[src/rtl/decode_stage.sv]
// Pipelined instruction decoder: valid/ready input, 2-entry skid-buffered output bundle, illegal-opcode counter.
// Optional macro DECODE_ILLEGAL_TRAP_EN: illegal words halt the stage (trap) instead of flowing through as NOPs.
module decode_stage #(
    parameter int INS_W     = 13,
    parameter int DATA_W    = 8,
    parameter int NUM_REGS  = 4,
    parameter int ILL_CNT_W = 8
) (
    input  logic                 clk,
    input  logic                 rst,
    input  logic                 in_valid,
    output logic                 in_ready,
    input  logic [INS_W-1:0]     ins,
    input  logic                 flush,
    input  logic                 trap_clr,
    output logic                 out_valid,
    input  logic                 out_ready,
    output logic                 dm_we,
    output logic                 reg_ce,
    output logic [NUM_REGS-1:0]  reg_addr,
    output logic [DATA_W-1:0]    data,
    output logic [1:0]           sel_src,
    output logic [2:0]           alu_code,
    output logic                 carry_ce,
    output logic                 accu_ce,
    output logic                 illegal,
    output logic [ILL_CNT_W-1:0] ill_cnt,
    output logic                 trap
);
    localparam int REG_BITS = (NUM_REGS > 1) ? $clog2(NUM_REGS) : 1;
    localparam logic [NUM_REGS-1:0] ONE_HOT_BASE = NUM_REGS'(1);

    typedef struct packed {
        logic                dm_we;
        logic                reg_ce;
        logic [NUM_REGS-1:0] reg_addr;
        logic [DATA_W-1:0]   data;
        logic [1:0]          sel_src;
        logic [2:0]          alu_code;
        logic                carry_ce;
        logic                accu_ce;
        logic                illegal;
    } bundle_t;

    typedef enum logic [1:0] {
        EMPTY = 2'd0,
        FULL  = 2'd1,
        SKID  = 2'd2
    } state_t;

    state_t                 state_q, state_d;
    bundle_t                main_q, main_d;
    bundle_t                skid_q, skid_d;
    logic                   in_ready_q, in_ready_d;
    logic [ILL_CNT_W-1:0]   ill_cnt_q, ill_cnt_d;
    logic                   trap_q, trap_d;

    logic [4:0]             op;
    logic [1:0]             sec;
    logic [2:0]             sub;
    logic [REG_BITS-1:0]    rnum;
    bundle_t                dec;
    logic                   bad;
    logic                   push;
    logic                   pop;
    logic                   enq;

    assign op   = ins[INS_W-1 -: 5];
    assign sec  = op[4:3];
    assign sub  = op[2:0];
    assign rnum = ins[INS_W-6 -: REG_BITS];

    always_comb begin
        dec          = '0;
        bad          = 1'b0;
        dec.data     = ins[DATA_W-1:0];
        dec.reg_addr = ONE_HOT_BASE << rnum;
        if (32'(rnum) >= NUM_REGS) begin
            bad = 1'b1;
        end
        if (sec == 2'd3) begin
            case (sub)
                3'd0, 3'd1, 3'd2: begin
                    dec.sel_src  = sub[1:0];
                    dec.alu_code = 3'd6;
                    dec.accu_ce  = 1'b1;
                end
                3'd3: begin
                    dec.reg_ce   = 1'b1;
                    dec.sel_src  = 2'd0;
                    dec.alu_code = 3'd7;
                end
                3'd4: begin
                    dec.dm_we    = 1'b1;
                    dec.sel_src  = 2'd1;
                    dec.alu_code = 3'd7;
                end
                default: bad = 1'b1;
            endcase
        end else begin
            dec.sel_src = sec;
            if (sub <= 3'd5) begin
                dec.alu_code = sub;
                dec.carry_ce = (sub <= 3'd1);
                dec.accu_ce  = 1'b1;
            end else begin
                bad = 1'b1;
            end
        end
        // An illegal word keeps its decoded operand fields but loses every side effect.
        if (bad) begin
            dec.dm_we    = 1'b0;
            dec.reg_ce   = 1'b0;
            dec.carry_ce = 1'b0;
            dec.accu_ce  = 1'b0;
            dec.alu_code = 3'd7;
        end
        dec.illegal = bad;
    end

    assign push = in_valid && in_ready_q;
    assign pop  = (state_q != EMPTY) && out_ready;

`ifdef DECODE_ILLEGAL_TRAP_EN
    assign enq = push && !dec.illegal;

    always_comb begin
        trap_d = trap_q;
        if (flush || (trap_q && trap_clr)) begin
            trap_d = 1'b0;
        end else if (push && dec.illegal) begin
            trap_d = 1'b1;
        end
    end
`else
    logic unused_trap_clr;
    assign unused_trap_clr = trap_clr;
    assign enq             = push;
    assign trap_d          = 1'b0;
`endif

    always_comb begin
        state_d   = state_q;
        main_d    = main_q;
        skid_d    = skid_q;
        ill_cnt_d = ill_cnt_q;
        if (flush) begin
            state_d = EMPTY;
            main_d  = '0;
            skid_d  = '0;
        end else begin
            if (push && dec.illegal && (ill_cnt_q != '1)) begin
                ill_cnt_d = ill_cnt_q + ILL_CNT_W'(1);
            end
            case (state_q)
                EMPTY: begin
                    if (enq) begin
                        state_d = FULL;
                        main_d  = dec;
                    end
                end
                FULL: begin
                    if (enq && pop) begin
                        main_d = dec;
                    end else if (enq) begin
                        state_d = SKID;
                        skid_d  = dec;
                    end else if (pop) begin
                        state_d = EMPTY;
                        main_d  = '0;
                    end
                end
                SKID: begin
                    if (pop) begin
                        state_d = FULL;
                        main_d  = skid_q;
                        skid_d  = '0;
                    end
                end
                default: begin
                    state_d = EMPTY;
                    main_d  = '0;
                    skid_d  = '0;
                end
            endcase
        end
        in_ready_d = (state_d != SKID) && !trap_d;
    end

    always_ff @(posedge clk or posedge rst) begin
        if (rst) begin
            state_q    <= EMPTY;
            main_q     <= '0;
            skid_q     <= '0;
            in_ready_q <= 1'b0;
            ill_cnt_q  <= '0;
            trap_q     <= 1'b0;
        end else begin
            state_q    <= state_d;
            main_q     <= main_d;
            skid_q     <= skid_d;
            in_ready_q <= in_ready_d;
            ill_cnt_q  <= ill_cnt_d;
            trap_q     <= trap_d;
        end
    end

    assign in_ready  = in_ready_q;
    assign out_valid = (state_q != EMPTY);
    assign dm_we     = main_q.dm_we;
    assign reg_ce    = main_q.reg_ce;
    assign reg_addr  = main_q.reg_addr;
    assign data      = main_q.data;
    assign sel_src   = main_q.sel_src;
    assign alu_code  = main_q.alu_code;
    assign carry_ce  = main_q.carry_ce;
    assign accu_ce   = main_q.accu_ce;
    assign illegal   = main_q.illegal;
    assign ill_cnt   = ill_cnt_q;
    assign trap      = trap_q;

endmodule

[config.mk]
export PLATFORM = sky130hd
export DESIGN_NAME = decode_stage
export DESIGN_NICKNAME = d
export VERILOG_FILES = /design/src/rtl/decode_stage.sv
export SDC_FILE = /design/constraint.sdc
export NUM_CORES = 1
export LEC_CHECK = 0
export BUFFER_PORTS_ARGS = -buffer_cell sky130_fd_sc_hd__buf_4
export CAP_MARGIN = 20
export CORE_AREA = 2 2 101 54
export DETAILED_ROUTE_END_ITERATION = 12
export DIE_AREA = 0 0 103 56
export GPL_TIMING_DRIVEN = 0
export PLACE_DENSITY = 0.79
export SLEW_MARGIN = 40
export SYNTH_ARGS = -nofsm -noshare
export SYNTH_HDL_FRONTEND = slang
export SYNTH_SLANG_ARGS = --single-unit
[constraint.sdc]
create_clock -name clk -period 5 [get_ports clk]
set_input_delay 0.5 -clock clk [delete_from_list [all_inputs] [get_ports clk]]
set_output_delay 0.5 -clock clk [all_outputs]
set_load 0.02 [all_outputs]
======== Yosys cells after proc, flatten, opt, wreduce, memory -nomap -nowiden ========
Index checks and enable logic that the tools add are counted.
word-level totals
  register bits after elaboration ......... 55
  output and inout bits ................... 33
operators by class
  add/sub/neg operators ................... 1
  $lt $le $gt $ge ......................... 2
  eq/ne operators ......................... 16
  shifts and indexed selects .............. 1
  multiplexer cells ....................... 31
  bitwise gates (word level) .............. 1
  reductions and logical operators ........ 13
operators by type and width
  kind                   count
  $mux W22               8
  $pmux W22 S3           2
  $mux W2                8
  $mux W5                3
  $pmux W5 S3            1
  $ne A3 B3 Y1 const B   4
  $add A8 B1 Y8 const B  1
  $mux W1                8
  $ne A4 B4 Y1 const B   2
  $ne A8 B8 Y1 const B   1
  $reduce_and A4 Y1      2
  $eq A3 B2 Y1 const B   2
  $pmux W2 S3            1
  $logic_and A1 B1 Y1    5
  $reduce_or A5 Y1       1
  $eq A2 B2 Y1 const B   2
  $ne A2 B2 Y1 const B   2
  $shl A1 B2 Y4 const A  1
  $eq A3 B1 Y1 const B   1
  $eq A3 B3 Y1 const B   1
  $le A3 B1 Y1 const B   1
  $le A3 B3 Y1 const B   1
  $logic_not A3 Y1       1
  $reduce_or A3 Y1       1
  other kinds (5)        5

======== Logic depth before layout (Yosys ltp) ========
Gate-level depths: netlist of run 1.
  depth after elaboration ................. 9
  gate-level depth with buffers ........... 6

======== Worst setup path after synthesis of run 1 ========
Ideal clock, no wire load.
  path kind ............................... input to register
  from .................................... in ins[11]
  to ...................................... reg ill_cnt_q[1], in the netlist ill_cnt[1]
  arrival ................................. 1855 ps
  required time ........................... 4872 ps
  setup slack ............................. 3018 ps
  cell stages on the path ................. 6
  cell sequence ........................... buf_4 -> a31oi_1 -> or4b_4 -> buf_6 -> nor2_1 -> mux2_1
between the ends
  longest elaborated chain between the ends .. 5
RTL lines
  element                           line  source
  from (decl)                       13    input logic [INS_W-1:0] ins,
  $eq A2 B2 Y1                      81    if (sec == 2'd3) begin
  $mux W1                           81
  $logic_and A1 B1 Y1 (2 in a row)  152   if (push && dec.illegal && (ill_cnt_q != '1)) begin
  $reduce_and A2 Y1 (no line)       n/a
  to (signal assigned)              203   ill_cnt_q <= ill_cnt_d;
  to (decl)                         55    logic [ILL_CNT_W-1:0] ill_cnt_q, ill_cnt_d;
Every way passes these cells.
A chain may end at the register's enable or synchronous reset.

======== Worst setup path after layout of run 1 ========
  from .................................... reg state_q[0]
  to ...................................... reg skid_q[1] in the netlist's numbering
between the ends
  longest elaborated chain between the ends .. 5
  elaborated cells between the ends (all ways) .. 13
  classes of those cells .................. eq/ne: 6; mux: 2; reduce/logical: 5
RTL lines
  element                      line  source
  from (decl)                  51    state_t state_q, state_d;
  from (signal assigned)       199   state_q <= state_d;
  $reduce_bool A2 Y1           122   assign pop = (state_q != EMPTY) && out_ready;
  $logic_and A1 B1 Y1          122
  $logic_and A1 B1 Y1          163   if (enq && pop) begin
  $ne A3 B3 Y1 (no line)       n/a
  $reduce_and A4 Y1 (no line)  n/a
  to (signal assigned)         201   skid_q <= skid_d;
  to (decl)                    53    bundle_t skid_q, skid_d;
Parallel ways exist; a longest one is shown, timed or not.

==> results of run 1 <==
synthesized netlist by cell type (all sizes together), types with 3 or more instances:
cell type / number / share of area
nor4: 3 / 0.014
nor3b: 3 / 0.0086
o2bb2ai: 5 / 0.017
mux2i: 4 / 0.015
buf: 12 / 0.028
nand2: 29 / 0.041
dfrtp: 55 / 0.52
nor2: 12 / 0.017
a21oi: 9 / 0.017
clkbuf: 10 / 0.014
a32o: 4 / 0.015
nor2b: 3 / 0.0071
nor3: 3 / 0.0076
o21ai: 23 / 0.044
a22o: 18 / 0.060
xor2: 6 / 0.020
inv: 9 / 0.013
nand3: 4 / 0.0076
a22oi: 9 / 0.026
a32oi: 4 / 0.013
flip-flops by register name, indices dropped and copies added, names as in the netlist:
name,flops
in_ready,1
carry_ce,1
reg_addr,4
ill_cnt,8
data,8
accu_ce,1
dm_we,1
reg_ce,1
state_q,2
illegal,1
alu_code,3
sel_src,2
skid_q,22
metrics by stage:
step                setup slack, ns  hold WS, ns  cells
floorplan                      3.02        0.456    253
global placement               2.56        0.455    366
global route                   2.86        0.234    375
CTS                            2.98        0.200    375
finish                         2.94        0.186    375
detailed placement             2.86        0.465    367
area by class of cell:
type	count	area, um2
buffer	22	111
clock buffer	6	72.6
clock inverter	2	60.1
fill	391	1610
inverter	9	36.3
multi-input combinational	167	1110
sequential	55	1380
tap	70	87.6
timing repair buffer	44	350
critical path, cell delays in order (launching register included):
cell and delay (ns):
dfrtp_1 0.45, clkbuf_1 0.25, or2_1 0.28, a21oi_1 0.32, clkbuf_1 0.46, a22o_1 0.23
kinds of logic after synthesis:
kind of cell | count (synthesis) | share of synthesized area
AOI/OAI and AO/OA | 82 | 0.225
and+or+nand+nor | 70 | 0.145
DFF | 55 | 0.523
buffers and inverters | 31 | 0.0551
xor gates and xnor gates | 8 | 0.0266
muxes | 5 | 0.0195
adders and majority gates | 1 | 0.00475
other | 1 | 0.00142
metal layers:
layer,up-vias,share of wire,wire length (um)
met5,-,0,0
met4,0,0.0091,55
met3,7,0.063,381
met2,74,0.49,2960
met1,1109,0.44,2670
li1,1017,-,-
worst max path at each step:
stage / end / startpoint / cells after the start / slack (ns)
2_1_floorplan: ill_cnt[1] / ins[11] / 6 / 3.02
3_3_place_gp: alu_code[0] / rst / 2 / 2.56
3_5_place_dp: ill_cnt[1] / ins[11] / 6 / 2.86
4_1_cts: skid_q[13] / state_q[1] / 6 / 2.98
5_1_grt: skid_q[1] / state_q[0] / 5 / 2.86
6_report: skid_q[1] / state_q[0] / 5 / 2.94
power breakdown:
part | internal [uW] | switching, uW | total [uW] | leakage, uW
logic | 90.9 | 132 | 223 | 0.000704
clock network | 200 | 144 | 344 | 0.0000654
registers | 477 | 32.4 | 509 | 0.000745
total | 768 | 308 | 1080 | 0.00151
==> qor.txt, run 1 <==
ANT nets after route -> 0
CP Max Fanout -> 10
worst slew pin tran -> 0.775 ns
final hold vios -> 0
FF-to-FF setup slack -> 2.94 ns
worst clock skew -> 0.0100 ns
initial antenna violation count -> 0
Top Usage Layer GRT -> met2
PD cells -> 336 mW/mm2
vias -> 2,207
Die Span Y -> 56 um
wire per inst -> 16.2 um
via-per-instance ratio -> 5.89
fin crit period -> 2.06 ns
final-report max-slew violation count -> 0
FMAX -> 486 MHz
clock buffer depth -> 2
vias in the first global route -> 2,131
clk sinks -> 55
Total Routed Length -> 6070 um
Post-Syn Instances -> 253
root buffer cell -> clkbuf_8
Area Growth Syn to Fin -> 21.8%
Critical Path End Type -> flop
RR Startpoint -> state_q[0]
commonest non-fill, non-tap cell in the layout -> dfrtp_1
ys async rst share -> 1.00
largest net degree at the start of global routing -> 33
syn_nets -> 273
Netlist Area Pre-Place -> 0.00263 mm2
most frequent cells in the layout -> dfrtp_1 (55), buf_4 (47), nand2_1 (29)
Required @ worst endpoint -> 5.24 ns
Rows -> 18
drt pass-1 iters -> 4
Top-Level Pins -> 52
Final Cycle Share -> 0.412
Nets -> 324
Die X -> 103 um
ratio of cells with drive above 1 in the final layout -> 0.230
Critical Path AT -> 2.30 ns
total number of yosys warnings -> 0
GRT overflow -> 0
max cap viols -> 0
hold_buf cts -> 0
first-pass GRT wire length -> 10,000 um
Reg2Reg Depth -> 5
Residual DRC -> 0
final non-filler cell area -> 0.00321 mm2
GR Util met1 -> 0.313
met3 Usage GRT -> 0.0377
Max-slew headroom -> 0.483
htree depth -> 2
diode count -> 0
IO buf count -> 43
met2 Track Usage GR -> 0.354
EDFF count, synth -> 0
Main synth FF type -> dfrtp_1
Mean Syn Cell Area -> 10.4 um2
post-synthesis sequential area ratio -> 0.523
Core ar. -> 0.00482 mm2
placed instance area -> 0.00307 mm2
reg2reg end -> skid_q[1]
outcome -> finished, final reports clean
DRT iter0 DRCs -> 158
setup bufs post-CTS -> 0
crit path launch type -> flop
Peak supply drop -> 0.163 mV
Pleak -> 0.00151 uW
setup TNS -> 0 ns
final setup violation count -> 0
HPWL Detailed -> 4440 um
DIE AREA -> 0.00577 mm2
Post-CTS Resized -> 0
number of synthesized register bits -> 55
worst min path class -> in -> async
critical path class -> reg -> reg
Final Power -> 1080 uW
Placer Congestion -> 0.838
clk slew on worst S/H paths -> 0.10 ns
post-synth cell types -> 49
GRT Overall Usage -> 0.220
number of buffers created by CTS -> 5
CTS tree -> built
Finished Core Util -> 0.665
Starting Density -> 0.546
clock latency on the worst-skew pair -> 0.31 ns
RSZ-0062 raised after global routing -> false
Note: power is estimated with default switching activity, not from simulation.
==> run 2: changes to the inputs <==
ABC_AREA = 1   (was default)
CORE_AREA = 2 2 105 56   (was 2 2 101 54)
DIE_AREA = 0 0 107 58   (was 0 0 103 56)
PLACE_DENSITY = 0.78   (was 0.79)
clock period = 1.99 ns   (was 5 ns; I/O delays follow)
==> qor.txt, run 2 <==
outcome -> finished, final reports clean
CTS tree -> built
DIE AREA -> 0.00621 mm2
initial antenna violation count -> 0
Nets -> 470
HPWL Detailed -> 5160 um
Mean Syn Cell Area -> 7.28 um2
Peak supply drop -> 0.444 mV
fin worst setup slack -> 0.232 ns
Top-Level Pins -> 52
Main synth FF type -> dfrtp_1
root buffer cell -> clkbuf_8
syn_nets -> 411
Core ar. -> 0.00530 mm2
clk sinks -> 55
worst hold margin -> 0.148 ns
final-report max-slew violation count -> 0
most frequent cells in the layout -> nand2_1 (180), dfrtp_1 (55), buf_4 (53)
commonest non-fill, non-tap cell in the layout -> nand2_1
Starting Density -> 0.537
ANT nets after route -> 0
worst slew pin tran -> 0.503 ns
Placer Congestion -> 0.897
max reg flops -> 22
clk slew on worst S/H paths -> 0.10 ns
vias -> 2,742
Post-Syn Instances -> 391
setup TNS -> 0 ns
number of synthesized register bits -> 55
IO buf count -> 48
via-per-instance ratio -> 5.23
Netlist Area Pre-Place -> 0.00285 mm2
first-pass GRT wire length -> 12,200 um
Residual DRC -> 0
Rows -> 19
Die Span Y -> 58 um
CP Max Fanout -> 10
post-synth cell types -> 26
clock latency on the worst-skew pair -> 0.32 ns
ys async rst share -> 1.00
synth cell count leaders -> nand2_1 (180), dfrtp_1 (55), o21ai_0 (29)
Die X -> 107 um
Sequential Area -> 0.00138 mm2
number of buffers created by CTS -> 5
crit path launch type -> flop
final hold vios -> 0
most frequent cell after synthesis -> nand2_1
top cells by area, synth -> dfrtp_1 (48%), nand2_1 (24%), o21ai_0 (5.1%)
post-synthesis sequential area ratio -> 0.484
Total Routed Length -> 7120 um
Pleak -> 0.00184 uW
Area Growth Syn to Fin -> 20.5%
cell taking the most area after synthesis -> dfrtp_1
max cap viols -> 0
Required @ worst endpoint -> 2.24 ns
clock buffer depth -> 2
wire per inst -> 13.6 um
DRT iter0 DRCs -> 242
total number of yosys warnings -> 0
fin crit period -> 1.76 ns
worst clock skew -> 0.0112 ns
ratio of cells with drive above 1 in the final layout -> 0.177
Yosys top cell area share -> 0.484
htree depth -> 2
Post-CTS Resized -> 0
RSZ-0062 raised after global routing -> false
GRT overflow -> 0
drt pass-1 iters -> 5
largest net degree at the start of global routing -> 37
worst min path class -> in -> reg
setup slack at placement -> 0.180 ns
Critical Path End Type -> flop
vias in the first global route -> 2,452
EDFF count, synth -> 0
Final Cycle Share -> 0.884
PD cells -> 743 mW/mm2
Max-slew headroom -> 0.665
FMAX -> 569 MHz
critical path class -> reg -> reg
area of the multi-input gates -> 0.00130 mm2
Top reg by flops -> skid_q
GRT Overall Usage -> 0.252
final setup violation count -> 0
diode count -> 0
Critical Path AT -> 2.00 ns
Filler Cells Inserted -> 486
run 2: changes by cell type after synthesis, moves of 8 or more:
cell	before	now
nand2_1	29	180
inv_1	8	23
o21ai_0	18	29
nand3_1	4	27
a22oi_1	9	0
o21ai_1	5	17
nand4_1	1	9
clkbuf_1	10	1
a22o_1	18	0
a21oi_1	9	0
run 2: final timing paths:
kind | startpoint | endpoint | slack [ns] | depth (start not counted)
setup / recovery | in_ready | skid_q[10] | 0.23 | 6
hold / removal | ins[4] | skid_q[12] | 0.15 | 3
setup reg to reg | in_ready | skid_q[10] | 0.23 | 6
hold reg to reg | alu_code[2] | alu_code[2] | 0.49 | 2
max in group asynchronous | rst | skid_q[4] | 1.14 | 4
min in group asynchronous | rst | skid_q[21] | 0.38 | 3
run 2: what timing repair did:
action                                 CTS  global route
buffers inserted                         0             2
hold buffers                             1             0
endpoints found under the hold margin   19             0
setup endpoints to repair                0             8
run 2: metrics by stage:
step / cell area (um2) / power, uW / instances / util
finish: 3430 / 2550 / 524 / 0.647
global route: 3430 / 2690 / 524 / 0.647
CTS: 3410 / 2560 / 522 / 0.644
detailed placement: 3320 / 1950 / 513 / 0.626
global placement: 3300 / 1930 / 512 / 0.622
floorplan: 2850 / 1690 / 391 / -
run 2: critical path, stage by stage (launching register included):
cell	delay [ns]
dfrtp_1	0.41
nand3_1	0.24
nand2_1	0.15
nand3_1	0.11
nand3_1	0.32
buf_4	0.32
o21ai_1	0.13
run 2: cell type report:
cell class                      count  area share
Sequential cell                    55       0.401
Timing Repair Buffer               52       0.118
Clock inverter                      3     0.00438
Clock buffer                        5      0.0201
Inverter                           27      0.0303
Tap cell                           73      0.0266
Buffer                             13      0.0204
Multi-Input combinational cell    296       0.379
run 2: report_power, final:
group          leakage (uW)  total (uW)  switching, uW  internal (uW)
clock network     0.0000477         619            377            242
registers          0.000739        1290           78.3           1210
logic               0.00105         641            407            235
total               0.00184        2550            862           1690
run 2: logic make-up (layout without fill, tap and decap cells):
group | Yosys count | count (layout) | share of synthesized area
compound gates | 49 | 49 | 0.0884
flops | 55 | 55 | 0.484
other cells | 1 | 1 | 0.00132
simple gates | 242 | 242 | 0.353
fa+ha+maj | 1 | 1 | 0.00439
xor+xnor | 3 | 3 | 0.00923
buf+inv | 40 | 100 | 0.0602
run 2: routing by layer:
metal	vias up	GRT usage	share of wire
met4	0	0.0464	0.0070
met5	-	0	0
met2	98	0.346	0.40
met1	1277	0.412	0.51
li1	1360	-	-
met3	7	0.0506	0.076
==> run 3: changes to the inputs <==
ABC_AREA = 0   (was 1)
CORE_AREA = 2 2 101 54   (was 2 2 105 56)
DIE_AREA = 0 0 103 56   (was 0 0 107 58)
PLACE_DENSITY = 0.79   (was 0.78)
==> qor.txt, run 3 (synthesized netlist as in run 1, its figures left out) <==
outcome -> finished, final reports clean
drt pass-1 iters -> 5
diode count -> 0
critical path class -> reg -> reg
IO buf count -> 43
Area Growth Syn to Fin -> 22.5%
via-per-instance ratio -> 5.89
initial antenna violation count -> 0
HPWL Detailed -> 4440 um
Max-slew headroom -> 0.489
Peak supply drop -> 0.409 mV
Top-Level Pins -> 52
Setup crit start -> state_q[1]
final setup violation count -> 0
CP Max Fanout -> 10
switching part of the total -> 0.287
sequential share of power -> 0.472
worst clock skew -> 0.00808 ns
CTS tree -> built
max cap viols -> 0
DIE AREA -> 0.00577 mm2
FMAX -> 526 MHz
clk slew on worst S/H paths -> 0.10 ns
root buffer cell -> clkbuf_8
final-report max-slew violation count -> 0
Critical Path End Type -> flop
RR Startpoint -> state_q[1]
Total Routed Length -> 6110 um
Residual DRC -> 0
clock buffer depth -> 2
Starting Density -> 0.546
Die X -> 103 um
vias -> 2,209
ANT nets after route -> 0
fin worst setup slack -> 0.0881 ns
Gate power share -> 0.208
Core ar. -> 0.00482 mm2
commonest non-fill, non-tap cell in the layout -> dfrtp_1
wire per inst -> 16.3 um
clock latency on the worst-skew pair -> 0.31 ns
most frequent cells in the layout -> dfrtp_1 (55), buf_4 (47), nand2_1 (29)
final hold vios -> 0
GRT Overall Usage -> 0.221
FF-to-FF setup slack -> 0.09 ns
Die Span Y -> 56 um
setup slack at placement -> 0.00918 ns
htree depth -> 2
Sw Pwr -> 778 uW
first-pass GRT wire length -> 10,100 um
Finished Core Util -> 0.669
Cells after DPL -> 367
share of power burned in the clock network -> 0.320
CP endpoint -> skid_q[16]
Filler Cells Inserted -> 391
largest net degree at the start of global routing -> 33
Reg2Reg Depth -> 6
final non-filler cell area -> 0.00323 mm2
setup bufs post-CTS -> 0
Non-Filler Instances -> 375
Final Cycle Share -> 0.956
ratio of cells with drive above 1 in the final layout -> 0.239
clk sinks -> 55
GRT overflow -> 0
DRT iter0 DRCs -> 160
internal power -> 1930 uW
Pleak -> 0.00153 uW
Rows -> 18
worst slew pin tran -> 0.767 ns
Critical Path AT -> 2.14 ns
vias in the first global route -> 2,133
Nets -> 324
Top reg by flops -> skid_q
worst min path class -> in -> reg
placed instance area -> 0.00307 mm2
worst hold margin -> 0.125 ns
max reg flops -> 22
Placer Congestion -> 0.838
PD cells -> 840 mW/mm2
reg2reg end -> skid_q[16]
Required @ worst endpoint -> 2.23 ns
crit path launch type -> flop
fin crit period -> 1.90 ns
number of buffers created by CTS -> 5
[run 3: how the worst min path moves through the flow]
stage | start | end | cells after the start
2_1_floorplan | ins[2] | skid_q[10] | 1
3_3_place_gp | ins[2] | skid_q[10] | 2
3_5_place_dp | rst | ill_cnt[1] | 2
4_1_cts | ins[3] | skid_q[11] | 2
6_report | ins[2] | skid_q[10] | 2
5_1_grt | ins[4] | skid_q[12] | 2
[run 3: area by class of cell]
type | instances | area [um2] | share of cell area
tap | 70 | 87.6 | 0.0272
multi-input combinational | 167 | 1120 | 0.347
inverter | 9 | 36.3 | 0.0112
buffer | 21 | 114 | 0.0353
timing repair buffer | 45 | 360 | 0.112
sequential | 55 | 1380 | 0.427
clock inverter | 2 | 60.1 | 0.0186
clock buffer | 6 | 72.6 | 0.0225
[run 3: critical path, stage by stage, from the launching register on]
cell and delay [ns]:
dfrtp_1 0.42, buf_2 0.22, and3b_1 0.27, nand2_1 0.12
nor3_4 0.32, buf_2 0.32, a22o_1 0.17
[run 3: routing by layer]
metal / vias up / GRT usage / share of wire
met5: - / 0 / 0
met4: 0 / 0.0489 / 0.0079
met3: 9 / 0.0377 / 0.065
met2: 76 / 0.355 / 0.49
met1: 1107 / 0.316 / 0.44
li1: 1017 / - / -
[run 3: repair_timing]
action | CTS | global route
hold endpoints to repair | 31 | 0
pin swaps | 0 | 0
hold buffers | 1 | 0
resized for setup | 2 | 5
endpoints found under the setup margin | 10 | 30
[run 3: stage by stage]
stage	power, uW	TNS (ns)
floorplan	1630	0
global placement	1830	-8.22
detailed placement	1860	0
CTS	2720	0
global route	2830	-0.00111
finish	2710	0
[run 3: power groups by stage]
stage	combinational (uW)	clock [uW]	sequential (uW)
after global placement	537	0	1290
after global routing	619	913	1290
final	565	866	1280
after detailed placement	562	0	1300
after floorplan	253	0	1370
after CTS	568	871	1280
